[src/rtl/la_pkg.sv]
// Shared definitions for the logic-analyzer capture/readout path.
package la_pkg;

  localparam int ADDR_W    = 11;
  localparam int DATA_W    = 8;
  localparam int MEM_DEPTH = 2048;

  typedef enum logic [1:0] {
    IDLE,
    READ,
    DRAIN,
    FIN
  } readout_state_t;

endpackage

[src/rtl/skid_fifo2.sv]
// Two-entry register FIFO that absorbs the BRAM read latency ahead of the byte stream.
module skid_fifo2 #(
  parameter int DATA_W = 8
) (
  input  logic              clk,
  input  logic              rst_n,
  input  logic              push,
  input  logic [DATA_W-1:0] push_data,
  input  logic              pop,
  output logic [DATA_W-1:0] head,
  output logic [1:0]        count
);

  logic [DATA_W-1:0] mem [2];
  logic              wr_ptr;
  logic              rd_ptr;
  logic              do_push;
  logic              do_pop;

  assign do_pop  = pop && (count != 2'd0);
  assign do_push = push && ((count != 2'd2) || do_pop);
  assign head    = mem[rd_ptr];

  always_ff @(posedge clk or negedge rst_n) begin
    if (!rst_n) begin
      // NOTE: storage is reset on purpose so the stream data reads 0 out of reset; state always uses <=.
      mem[0] <= '0;
      mem[1] <= '0;
      wr_ptr <= 1'b0;
      rd_ptr <= 1'b0;
      count  <= 2'd0;
    end else begin
      if (do_push) begin
        mem[wr_ptr] <= push_data;
        wr_ptr      <= ~wr_ptr;
      end
      if (do_pop) begin
        rd_ptr <= ~rd_ptr;
      end
      count <= count + {1'b0, do_push} - {1'b0, do_pop};
    end
  end

endmodule

[src/rtl/bram_readout.sv]
// Streams a contiguous, wrapping window of the capture BRAM out as ready/valid bytes.
module bram_readout #(
  parameter int ADDR_W = la_pkg::ADDR_W,
  parameter int DATA_W = la_pkg::DATA_W
) (
  input  logic              CLK,
  input  logic              RST_N,
  input  logic              start,
  input  logic [ADDR_W-1:0] start_addr,
  input  logic [ADDR_W:0]   length,
  output logic              busy,
  output logic              done,
  output logic              mem_en,
  output logic              mem_we,
  output logic [ADDR_W-1:0] mem_addr,
  input  logic [DATA_W-1:0] mem_rdata,
  output logic [DATA_W-1:0] out_data,
  output logic              out_valid,
  input  logic              out_ready
);

  import la_pkg::*;

  readout_state_t    state;
  readout_state_t    state_nxt;
  logic [ADDR_W-1:0] rd_addr;
  logic [ADDR_W-1:0] last_addr;
  logic [ADDR_W:0]   issue_left;
  logic [ADDR_W:0]   beats_left;
  logic              inflight;
  logic [1:0]        fifo_count;
  logic [1:0]        pending;
  logic              handshake;
  logic              issue;
  logic              accept;

  assign handshake = out_valid && out_ready;
  assign pending   = fifo_count + {1'b0, inflight};
  // A beat leaving this cycle frees its slot, which keeps the stream at one byte per cycle.
  assign issue     = (state == READ) && (issue_left != '0) &&
                     ((pending - {1'b0, handshake}) < 2'd2);
  assign accept    = (state == IDLE) && start && (length != '0);

  always_comb begin
    // NOTE: default first so every path assigns state_nxt and no latch is inferred.
    state_nxt = state;
    case (state)
      IDLE:    if (start) state_nxt = (length == '0) ? FIN : READ;
      READ:    if (issue && (issue_left == (ADDR_W+1)'(1))) state_nxt = DRAIN;
      DRAIN:   if (handshake && (beats_left == (ADDR_W+1)'(1))) state_nxt = FIN;
      FIN:     state_nxt = IDLE;
      default: state_nxt = IDLE;
    endcase
  end

  always_ff @(posedge CLK or negedge RST_N) begin
    if (!RST_N) begin
      state      <= IDLE;
      rd_addr    <= '0;
      last_addr  <= '0;
      issue_left <= '0;
      beats_left <= '0;
      inflight   <= 1'b0;
    end else begin
      state    <= state_nxt;
      inflight <= issue;
      if (accept) begin
        rd_addr    <= start_addr;
        issue_left <= length;
        beats_left <= length;
      end else begin
        if (issue) begin
          rd_addr    <= rd_addr + 1'b1;
          last_addr  <= rd_addr;
          issue_left <= issue_left - 1'b1;
        end
        if (handshake) begin
          beats_left <= beats_left - 1'b1;
        end
      end
    end
  end

  // The read issued last cycle lands in mem_rdata at this edge and is pushed.
  skid_fifo2 #(.DATA_W(DATA_W)) u_fifo (
    .clk       (CLK),
    .rst_n     (RST_N),
    .push      (inflight),
    .push_data (mem_rdata),
    .pop       (handshake),
    .head      (out_data),
    .count     (fifo_count)
  );

  assign out_valid = (fifo_count != 2'd0);
  assign busy      = (state != IDLE);
  assign done      = (state == FIN);
  assign mem_en    = issue;
  assign mem_we    = 1'b0;
  assign mem_addr  = issue ? rd_addr : last_addr;

endmodule
[config.mk]
export PLATFORM = sky130hd
export DESIGN_NAME = bram_readout
export DESIGN_NICKNAME = d
export VERILOG_FILES = /design/src/rtl/la_pkg.sv /design/src/rtl/skid_fifo2.sv /design/src/rtl/bram_readout.sv
export SDC_FILE = /design/constraint.sdc
export NUM_CORES = 1
export LEC_CHECK = 0
export CAP_MARGIN = 10
export CORE_ASPECT_RATIO = 1.4
export CORE_MARGIN = 1
export CORE_UTILIZATION = 46
export DETAILED_ROUTE_END_ITERATION = 8
export PLACE_DENSITY = 0.7
export SLEW_MARGIN = 20
export SYNTH_ARGS = -nofsm -noshare
export SYNTH_HDL_FRONTEND = slang
export SYNTH_HIERARCHICAL = 1
export SYNTH_SLANG_ARGS = --single-unit
export TNS_END_PERCENT = 10
[constraint.sdc]
create_clock -name CLK -period 7.5 [get_ports CLK]
set_input_delay 1.5 -clock CLK [delete_from_list [all_inputs] [get_ports CLK]]
set_output_delay 1.5 -clock CLK [all_outputs]
set_load 0.01 [all_outputs]
==> impl_metrics.tcl, run 1 <==
set metrics [dict create \
    status "complete, no violations" \
    viasPerCell 5.66 \
    cts_tree "yes" \
    worst_pin_slew_ns 0.890 \
    synth_cell_types 46 \
    max_slew_margin_pct 40.4 \
    rows 38 \
    ys_top_cells_by_area "dfrtp_1 46%, mux2_2 10%, nand2_1 5.0%, ha_1 4.6%, xnor2_1 4.2%" \
    via_count 3035 \
    cts_made_buffers 9 \
    drv_slew 0 \
    clockRootBuffer "clkbuf_8" \
    first_pass_iters 5 \
    drt-total-wl_um 8540 \
    post_dp_cell_area_mm2 0.00443 \
    ant_nets 0 \
    design.core.area_mm2 0.00789 \
    post_drt_wl_per_cell_um 15.9 \
    drcViolationCount 0 \
    post_cts_resized 0 \
    yosysMostFrequentCell "dfrtp_1" \
    async_flop_share_pct 100 \
    cpMaxStageDelayCell "clkdlybuf4s50_1" \
    critPathMaxStageDelay_ns 0.52 \
    drive_gt1_share_pct 14.9 \
    grt_antenna_before_repair 0 \
    antenna_cells 0 \
    synth_cells 375 \
    num_io_pins 59 \
    critical_path_class "input pin to primary output" \
    startpoint_type "input pin" \
    critical_path.cell_chain "clkdlybuf4s50_1 -> o21a_1 -> ha_1 -> nor2b_1 -> xnor2_4 -> nand3_2 -> buf_4 -> inv_2 -> nand2_1 -> nand2_1 -> clkdlybuf4s50_1" \
    critPathMaxFanout 30 \
    cts.path.max_buffers 2 \
    gp_congestion 0.816 \
    grt-ovfl-total 0 \
    finalSetupTns_ns 0 \
    die_x_um 78.7 \
    yosysWarnings 6 \
    cp.required_ns 6.00 \
    layout_min_cycle_time_ns 6.05 \
    grt_max_degree 70 \
    cts_sinks 69 \
    multi_input_area_mm2 0.00194 \
    n_fill_cell 718 \
    hold_viol 0 \
    synthToLayoutAreaGrowth_pct 21.8 \
    cts_setup_buffers 0 \
    leakagePower_nw 1.84 \
    maxCapViolations 0 \
    htree_num_levels 3 \
    powerDensity_mw_per_mm2 448 \
    die_h_um 109 \
    insertion_delay_ns 0.34 \
    synthDominantCellAreaShare_pct 45.5 \
    arrival_ns 4.55 \
    fin_crit_sh_pct 80.7 \
    syn-num-nets 424 \
    cp-end-kind "primary output" \
    fmax_mhz 165 \
    synth_seq_area_share_pct 45.5 \
    ys_ff_latch 69 \
    skew_ns 0.00777 \
    hpwl_um 6140 \
    start_util_pct 48.1 \
    synth-edff-count 0 \
    grt_pass1_vias 2998 \
    grt_first_pass_wirelength_um 14100 \
    synth_area_mm2 0.00379 \
    cts.reportedPaths.clkPinSlew_ns 0.07 \
    synth_top_cell_by_area "dfrtp_1" \
    seq_area_mm2 0.00173 \
    io_buffer_count 57 \
    setup_viol 0 \
    nets 480 \
    hold_buffers 0 \
    hp-class "flop to flop" \
    synthFlopType "dfrtp_1" \
    avgSynthCellArea_um2 10.1 \
    final_area_mm2 0.00462 \
    synth_top_cells_by_count "69 x dfrtp_1, 51 x nand2_1, 35 x mux2_2" \
    peakVddDrop_mv 0.248 \
    die_area_mm2 0.00862 \
    grt_usage_pct 21.4 \
    drt_iter0_drc 190 \
    rsz0062_at_grt "false" \
]
==> worst max-delay path, delay by kind of cell <==
| family | cells | cell delay [ns] |
|---|---|---|
| buf+inv | 4 | 1.51 |
| simple gates | 4 | 0.62 |
| compound gates | 1 | 0.39 |
| fa+ha+maj | 1 | 0.32 |
| xor+xnor | 1 | 0.20 |
==> cell type report <==
class                   instances  share of cell area (%)
clock buffers                  12                    3.14
clock inverters                 4                    1.03
inverters                      13                    1.06
multi-input cells             278                    41.9
flip-flops and latches         69                    37.4
well taps                     100                    2.71
repair buffers                 60                    12.7
==> metrics by stage <==
stage | setup slack (ns) | hold slack [ns] | util (%) | power, W | cells
after floorplan | 2.63 | 0.475 | - | 0.00140 | 375
after global placement | 1.51 | 0.484 | 56.1 | 0.00174 | 520
after detailed placement | 1.44 | 0.494 | 56.1 | 0.00178 | 520
after CTS | 1.42 | 0.511 | 58.5 | 0.00209 | 536
after global routing | 1.23 | 0.518 | 58.5 | 0.00223 | 536
final | 1.45 | 0.505 | 58.5 | 0.00207 | 536
==> flip-flops by register name, summed over array words and instances (netlist names) <==
signal and count:
beats_left 12, inflight 1, issue_left 12, last_addr 11, rd_addr 11, state 2, u_fifo/count 2, u_fifo/mem 16
u_fifo/rd_ptr 1, u_fifo/wr_ptr 1
==> cell usage in the layout (no fill, tap or decap), types with 3 or more instances in the layout <==
cell and count:
a21oi_1 21, a31oi_1 12, and4_1 3, buf_4 3, clkbuf_8 10, clkdlybuf4s50_1 56
dfrtp_1 69, ha_1 14, inv_1 12, mux2_2 35, mux2i_1 3, nand2_1 51
nand2b_1 4, nand3_1 8, nand4_1 9, nor2_1 25, nor2b_1 3, nor3_1 5
nor4_1 12, o21ai_0 11, o31ai_1 5, or3_1 5, or4_1 6, xnor2_1 18
xor2_1 8
==> cell families after synthesis <==
| logic type | synth area share, % |
|---|---|
| XOR/XNOR | 7.16 |
| flip-flops | 45.5 |
| other | 0.0989 |
| AO/OA/AOI/OAI | 8.71 |
| adder cells (fa/ha/maj) | 4.62 |
| buffers and inverters | 3.40 |
| AND/OR/NAND/NOR | 19.3 |
| multiplexers | 11.2 |
==> final timing paths <==
kind                                       startpoint                         end  slack, ns  cells after the start
max                                         out_ready                 mem_addr[9]       1.45                     11
min                        u_fifo/mem[15]$_DFFE_PN0P_  u_fifo/mem[15]$_DFFE_PN0P_       0.50                      1
max reg2reg                 u_fifo/count[0]$_DFF_PN0_    last_addr[0]$_DFFE_PN0N_       4.19                      9
min reg2reg                u_fifo/mem[15]$_DFFE_PN0P_  u_fifo/mem[15]$_DFFE_PN0P_       0.50                      1
max in group asynchronous                       RST_N    last_addr[0]$_DFFE_PN0N_       5.58                      2
min in group asynchronous                       RST_N   u_fifo/mem[6]$_DFFE_PN0P_       1.35                      2
==> report_power, final <==
| part | internal, W | switching (W) |
|---|---|---|
| Sequential | 0.000564 | 0.000192 |
| Clock | 0.000162 | 0.000137 |
| Combinational | 0.000535 | 0.000479 |
==> routing by layer <==
layer,wire length [um],vias up,GRT usage (%),share of wire [%]
met5,0,-,0,0
met1,3570,1496,25.6,42
li1,-,1440,-,-
met2,4320,80,36.5,51
met4,242,0,11.2,2.8
met3,407,19,4.07,4.8
(Power assumes the default switching activity.)
==> run 2, diff against run 1 <==
Settings changed: PLACE_DENSITY 0.7 to 0.73.
Clock period 7.5 ns to 5.25 ns, I/O delays scaled along.
==> run 2 against run 1 <==
Cell count grew 0.19%. Wire length is 1.1% higher. Sequential power up 42%. Critical path depth down 1. Clock skew is 0.0015 ns higher. Sequential cell count unchanged. Global-route usage up 1.1 points. Non-clock buffer count is 1 higher. First-iteration DRC count shrank 25%. Clock power grew 48%.
==> impl_metrics.tcl, run 2 (synthesis gave the netlist of run 1 again) <==
set metrics [dict create \
    min_to "last_addr[10]$_DFFE_PN0N_" \
    num_io_pins 59 \
    max_slew_margin_pct 39.1 \
    hp-class "flop to flop" \
    whs_ns 0.509 \
    hpwl_um 6120 \
    finalSetupTns_ns 0 \
    r2r_start "u_fifo/count[1]$_DFF_PN0_" \
    rows 38 \
    startpoint_type "input pin" \
    critPathMaxStageDelay_ns 0.53 \
    via_count 2950 \
    grt_max_degree 49 \
    hold_viol 0 \
    leakagePower_nw 1.84 \
    post_cts_resized 0 \
    reg2reg_depth 8 \
    cp_top_family "buffers and inverters" \
    fmax_mhz 216 \
    cts.path.max_buffers 2 \
    largest_reg_flops 16 \
    top_regs "u_fifo/mem: 16 flops, beats_left: 12 flops, issue_left: 12 flops" \
    holdPathStages 1 \
    fin_crit_sh_pct 88.2 \
    insertion_delay_ns 0.36 \
    grt_first_pass_wirelength_um 14600 \
    start_util_pct 48.1 \
    grt-ovfl-total 0 \
    drt_iter0_drc 142 \
    htree_num_levels 3 \
    design.core.area_mm2 0.00789 \
    post_drt_wl_per_cell_um 16.1 \
    critPathMaxFanout 18 \
    status "complete, no violations" \
    powerDensity_mw_per_mm2 643 \
    maxCapViolations 0 \
    peakVddDrop_mv 0.478 \
    drv_slew 0 \
    cts_sinks 69 \
    reg2reg_slack_ns 2.41 \
    cts_tree "yes" \
    first_pass_iters 4 \
    grt_pass1_vias 3039 \
    ant_nets 0 \
    cp.depth 10 \
    antenna_cells 0 \
    layout_min_cycle_time_ns 4.63 \
    hold_start "last_addr[10]$_DFFE_PN0N_" \
    clockRootBuffer "clkbuf_8" \
    die_h_um 109 \
    viasPerCell 5.49 \
    reg2reg_to "last_addr[2]$_DFFE_PN0N_" \
    cp-end-kind "primary output" \
    regMostFlops "u_fifo/mem" \
    nets 481 \
    arrival_ns 3.58 \
    cts_made_buffers 9 \
    critPathBufInv 3 \
    gp_congestion 0.839 \
    cts_setup_buffers 0 \
    p_total_w 0.00298 \
    hold_buffers 0 \
    drcViolationCount 0 \
    grt_usage_pct 22.5 \
    worst_pin_slew_ns 0.910 \
    io_buffer_count 57 \
    final_cell_mix "69 x dfrtp_1, 56 x clkdlybuf4s50_1, 51 x nand2_1, 35 x mux2_2, 25 x nor2_1" \
    die_area_mm2 0.00862 \
    grt_antenna_before_repair 0 \
    synthToLayoutAreaGrowth_pct 22.2 \
    cp.required_ns 4.20 \
    setup_viol 0 \
    critical_path_class "input pin to primary output" \
    cpMaxStageDelayCell "clkdlybuf4s50_1" \
    drt-total-wl_um 8630 \
    skew_ns 0.00929 \
    die_x_um 78.7 \
    drive_gt1_share_pct 15.6 \
    critical_path.cell_chain "clkdlybuf4s50_1 -> o21a_1 -> ha_1 -> nor2b_1 -> xnor2_4 -> nand3_2 -> inv_2 -> nand2_1 -> nand2_1 -> clkdlybuf4s50_1" \
    rsz0062_at_grt "false" \
    final_common_cell "dfrtp_1" \
    cts.reportedPaths.clkPinSlew_ns 0.07 \
]
[run 2: cell types whose count changed in the layout (fill, tap and decap cells not counted), sizes merged]
cell / previous run / this run
buf: 4 / 5
clkinvlp: 1 / 3
clkbuf: 12 / 10
[run 2: area by class of cell]
type / count / area, um^2
Multi-Input combinational cell: 278 / 1940
Sequential cell: 69 / 1730
Clock buffer: 10 / 138
Tap cell: 100 / 125
Clock inverter: 6 / 62.6
Timing Repair Buffer: 61 / 598
Inverter: 13 / 48.8
Fill cell: 700 / 3260
[run 2: report_power, final]
group          switching, W  leakage, nW  internal [W]
registers          0.000266        0.792      0.000806
clock network      0.000211       0.0943      0.000230
logic              0.000700        0.958      0.000768
[run 2: layer usage]
layer	vias up	share of wire [%]	GRT usage, %
li1	1438	-	-
met1	1435	42	25.9
met2	61	52	39.6
met3	16	3.8	4.23
met4	0	2.2	11.4
met5	-	0	0
[run 2: worst max path at each step]
stage,startpoint,slack [ns],endpoint
6_report,out_ready,0.62,mem_addr[5]
5_1_grt,out_ready,0.43,mem_addr[5]
4_1_cts,out_ready,0.60,mem_addr[5]
3_5_place_dp,out_ready,0.61,mem_addr[4]
3_3_place_gp,out_ready,0.63,mem_addr[3]
2_1_floorplan,out_ready,1.28,mem_addr[1]
[run 2: worst register-to-register path: cells and delay by family, from the launching register on]
kind            cells  cell delay (ns)
compound gates      1             0.23
fa+ha+maj           1             0.27
buf+inv             1             0.30
mux                 1             0.38
simple gates        3             0.87
xor+xnor            1             0.21
flops               1             0.47
[run 2: per-stage QoR]
stage / instances / utilization, % / cell area, um^2 / setup WS (ns)
2_1_floorplan: 375 / - / 3790 / 1.28
3_3_place_gp: 521 / 56.2 / 4430 / 0.635
3_5_place_dp: 521 / 56.2 / 4430 / 0.610
4_1_cts: 537 / 58.7 / 4630 / 0.599
5_1_grt: 537 / 58.7 / 4640 / 0.427
6_report: 537 / 58.7 / 4640 / 0.621
==> run 3, diff against run 2 <==
Settings changed: CORE_MARGIN 1 to default, SYNTH_HIERARCHICAL 1 to default.
==> run 3 against run 2 <==
Synthesized cell count down 7.2%. Largest cell class unchanged. Largest power group unchanged. First-iteration DRC count up 20%. Critical endpoint is now mem_addr[6]. Clock power up 24%.
==> impl_metrics.tcl, run 3 <==
set metrics [dict create \
    via_count 2871 \
    arrival_ns 3.80 \
    cts_tree "yes" \
    hold_viol 0 \
    synth_seq_area_share_pct 46.6 \
    synth_top_cells_by_count "69 x dfrtp_1, 33 x mux2_2, 28 x nor2_1" \
    finalSetupTns_ns 0 \
    cp.required_ns 4.20 \
    setup_viol 0 \
    hold_start "last_addr[1]$_DFFE_PN0N_" \
    synth_top_cell_by_area "dfrtp_1" \
    peakVddDrop_mv 0.390 \
    skew_ns 0.0127 \
    switchingPower_w 0.00108 \
    synth_cells 348 \
    hpwl_um 5980 \
    grt_antenna_before_repair 0 \
    reg2reg_to "last_addr[3]$_DFFE_PN0N_" \
    holdPathStages 1 \
    power_frac_seq_pct 35.0 \
    top_regs "u_fifo.mem: 16 flops, beats_left: 12 flops, issue_left: 12 flops" \
    fin_crit_sh_pct 92.4 \
    grt_usage_pct 21.7 \
    synth_area_mm2 0.00371 \
    viasPerCell 5.60 \
    pwr-share-comb_pct 46.6 \
    cts_made_buffers 9 \
    die_h_um 108 \
    drcViolationCount 0 \
    synthToLayoutAreaGrowth_pct 25.1 \
    grt_first_pass_wirelength_um 13900 \
    die_x_um 77.9 \
    maxCapViolations 0 \
    grt_max_degree 41 \
    post_cts_resized 0 \
    cts_sinks 69 \
    yosysMostFrequentCell "dfrtp_1" \
    worst_pin_slew_ns 1.11 \
    critPathMaxFanout 26 \
    grt-ovfl-total 0 \
    clockRootBuffer "clkbuf_8" \
    ant_nets 0 \
    hp-class "flop to flop" \
    post_drt_wl_per_cell_um 16.1 \
    leakagePower_nw 1.87 \
    syn-num-nets 396 \
    r2r_start "u_fifo.count[1]$_DFF_PN0_" \
    final_cell_mix "69 x dfrtp_1, 56 x clkdlybuf4s50_1, 33 x mux2_2, 28 x nor2_1, 22 x nand2_1" \
    p_sw_share_pct 36.1 \
    cp-end-kind "primary output" \
    drt-total-wl_um 8260 \
    design.core.area_mm2 0.00780 \
    io_buffer_count 57 \
    die_area_mm2 0.00843 \
    yosysWarnings 0 \
    drt_iter0_drc 170 \
    startpoint_type "input pin" \
    synthFlopType "dfrtp_1" \
    critical_path_class "input pin to primary output" \
    synthDominantCellAreaShare_pct 46.6 \
    whs_ns 0.493 \
    rsz0062_at_grt "false" \
    gp_congestion 0.859 \
    layout_min_cycle_time_ns 4.85 \
    powerDensity_mw_per_mm2 645 \
    largest_reg_flops 16 \
    reg2reg_slack_ns 2.22 \
    regMostFlops "u_fifo.mem" \
    antenna_cells 0 \
    avgSynthCellArea_um2 10.7 \
    fmax_mhz 206 \
    cts_setup_buffers 0 \
    status "complete, no violations" \
    max_slew_margin_pct 25.9 \
    rows 38 \
    ys_top_cells_by_area "dfrtp_1 47%, mux2_2 10%, ha_1 4.4%, mux2_1 3.9%, xnor2_1 3.1%" \
    first_pass_iters 4 \
    cts.reportedPaths.clkPinSlew_ns 0.07 \
    min_to "last_addr[1]$_DFFE_PN0N_" \
    final_common_cell "dfrtp_1" \
    p_clk_share_pct 18.4 \
    synth_cell_types 47 \
    async_flop_share_pct 100 \
    synth-edff-count 0 \
    grt_pass1_vias 2886 \
    insertion_delay_ns 0.35 \
    drv_slew 0 \
    hold_buffers 0 \
    nets 456 \
    start_util_pct 47.5 \
    num_io_pins 59 \
    p_int_w 0.00191 \
    htree_num_levels 3 \
    reg2reg_depth 10 \
    drive_gt1_share_pct 15.5 \
    cts.path.max_buffers 2 \
    ys_ff_latch 69 \
]
-- run 3: layout make-up --
| class | count | area, um^2 |
|---|---|---|
| Inverter | 15 | 56.3 |
| Multi-Input combinational cell | 252 | 1880 |
| Tap cell | 100 | 125 |
| Sequential cell | 69 | 1730 |
| Fill cell | 655 | 3160 |
| Clock inverter | 3 | 90.1 |
| Clock buffer | 13 | 169 |
| Timing Repair Buffer | 61 | 596 |
-- run 3: critical path, cell delays in order --
cell	delay, ns
clkdlybuf4s50_1	0.42
nand2_1	0.13
clkinv_1	0.21
ha_1	0.34
nand2b_1	0.22
xnor2_4	0.16
nand3_2	0.10
buf_4	0.30
mux2_2	0.38
clkdlybuf4s50_1	0.48
-- run 3: logic make-up after synthesis --
group / after synthesis / synth area share [%]
simple gates: 117 / 16.7
other cells: 1 / 0.101
mux: 48 / 14.5
compound gates: 47 / 7.90
fa+ha+maj: 13 / 4.39
flops: 69 / 46.6
xor+xnor: 26 / 6.85
buf+inv: 27 / 3.00
-- run 3: stage by stage --
step | worst slack (ns) | power, W | instances | util (%) | instance area, um^2
after global routing | 0.203 | 0.00321 | 513 | 59.5 | 4640
after global placement | 0.466 | 0.00240 | 497 | 56.2 | 4380
final | 0.399 | 0.00299 | 513 | 59.5 | 4640
after detailed placement | 0.389 | 0.00245 | 497 | 56.2 | 4380
after CTS | 0.377 | 0.00302 | 513 | 59.5 | 4640
after floorplan | 1.37 | 0.00193 | 348 | - | 3710
-- run 3: metal layers --
layer	routed length [um]	global-route usage [%]	vias to the layer above
met5	0	0	-
met4	165	9.16	0
met3	325	3.88	12
met2	4410	39.4	82
met1	3360	24.8	1405
li1	-	-	1372
-- run 3: power by group through the flow --
stage          Sequential, W  Clock [W]  Combinational, W
3_5_place_dp         0.00105          0           0.00140
3_3_place_gp         0.00104          0           0.00137
4_1_cts              0.00105   0.000560           0.00141
5_1_grt              0.00109   0.000587           0.00153
2_1_floorplan       0.000971          0          0.000955
6_report             0.00105   0.000549           0.00139
-- run 3: worst max path at each step --
stage | from | slack [ns] | endpoint
3_5_place_dp | out_ready | 0.39 | mem_addr[6]
4_1_cts | out_ready | 0.38 | mem_addr[6]
6_report | out_ready | 0.40 | mem_addr[6]
2_1_floorplan | out_ready | 1.37 | mem_addr[0]
5_1_grt | out_ready | 0.20 | mem_addr[6]
3_3_place_gp | out_ready | 0.47 | mem_addr[6]
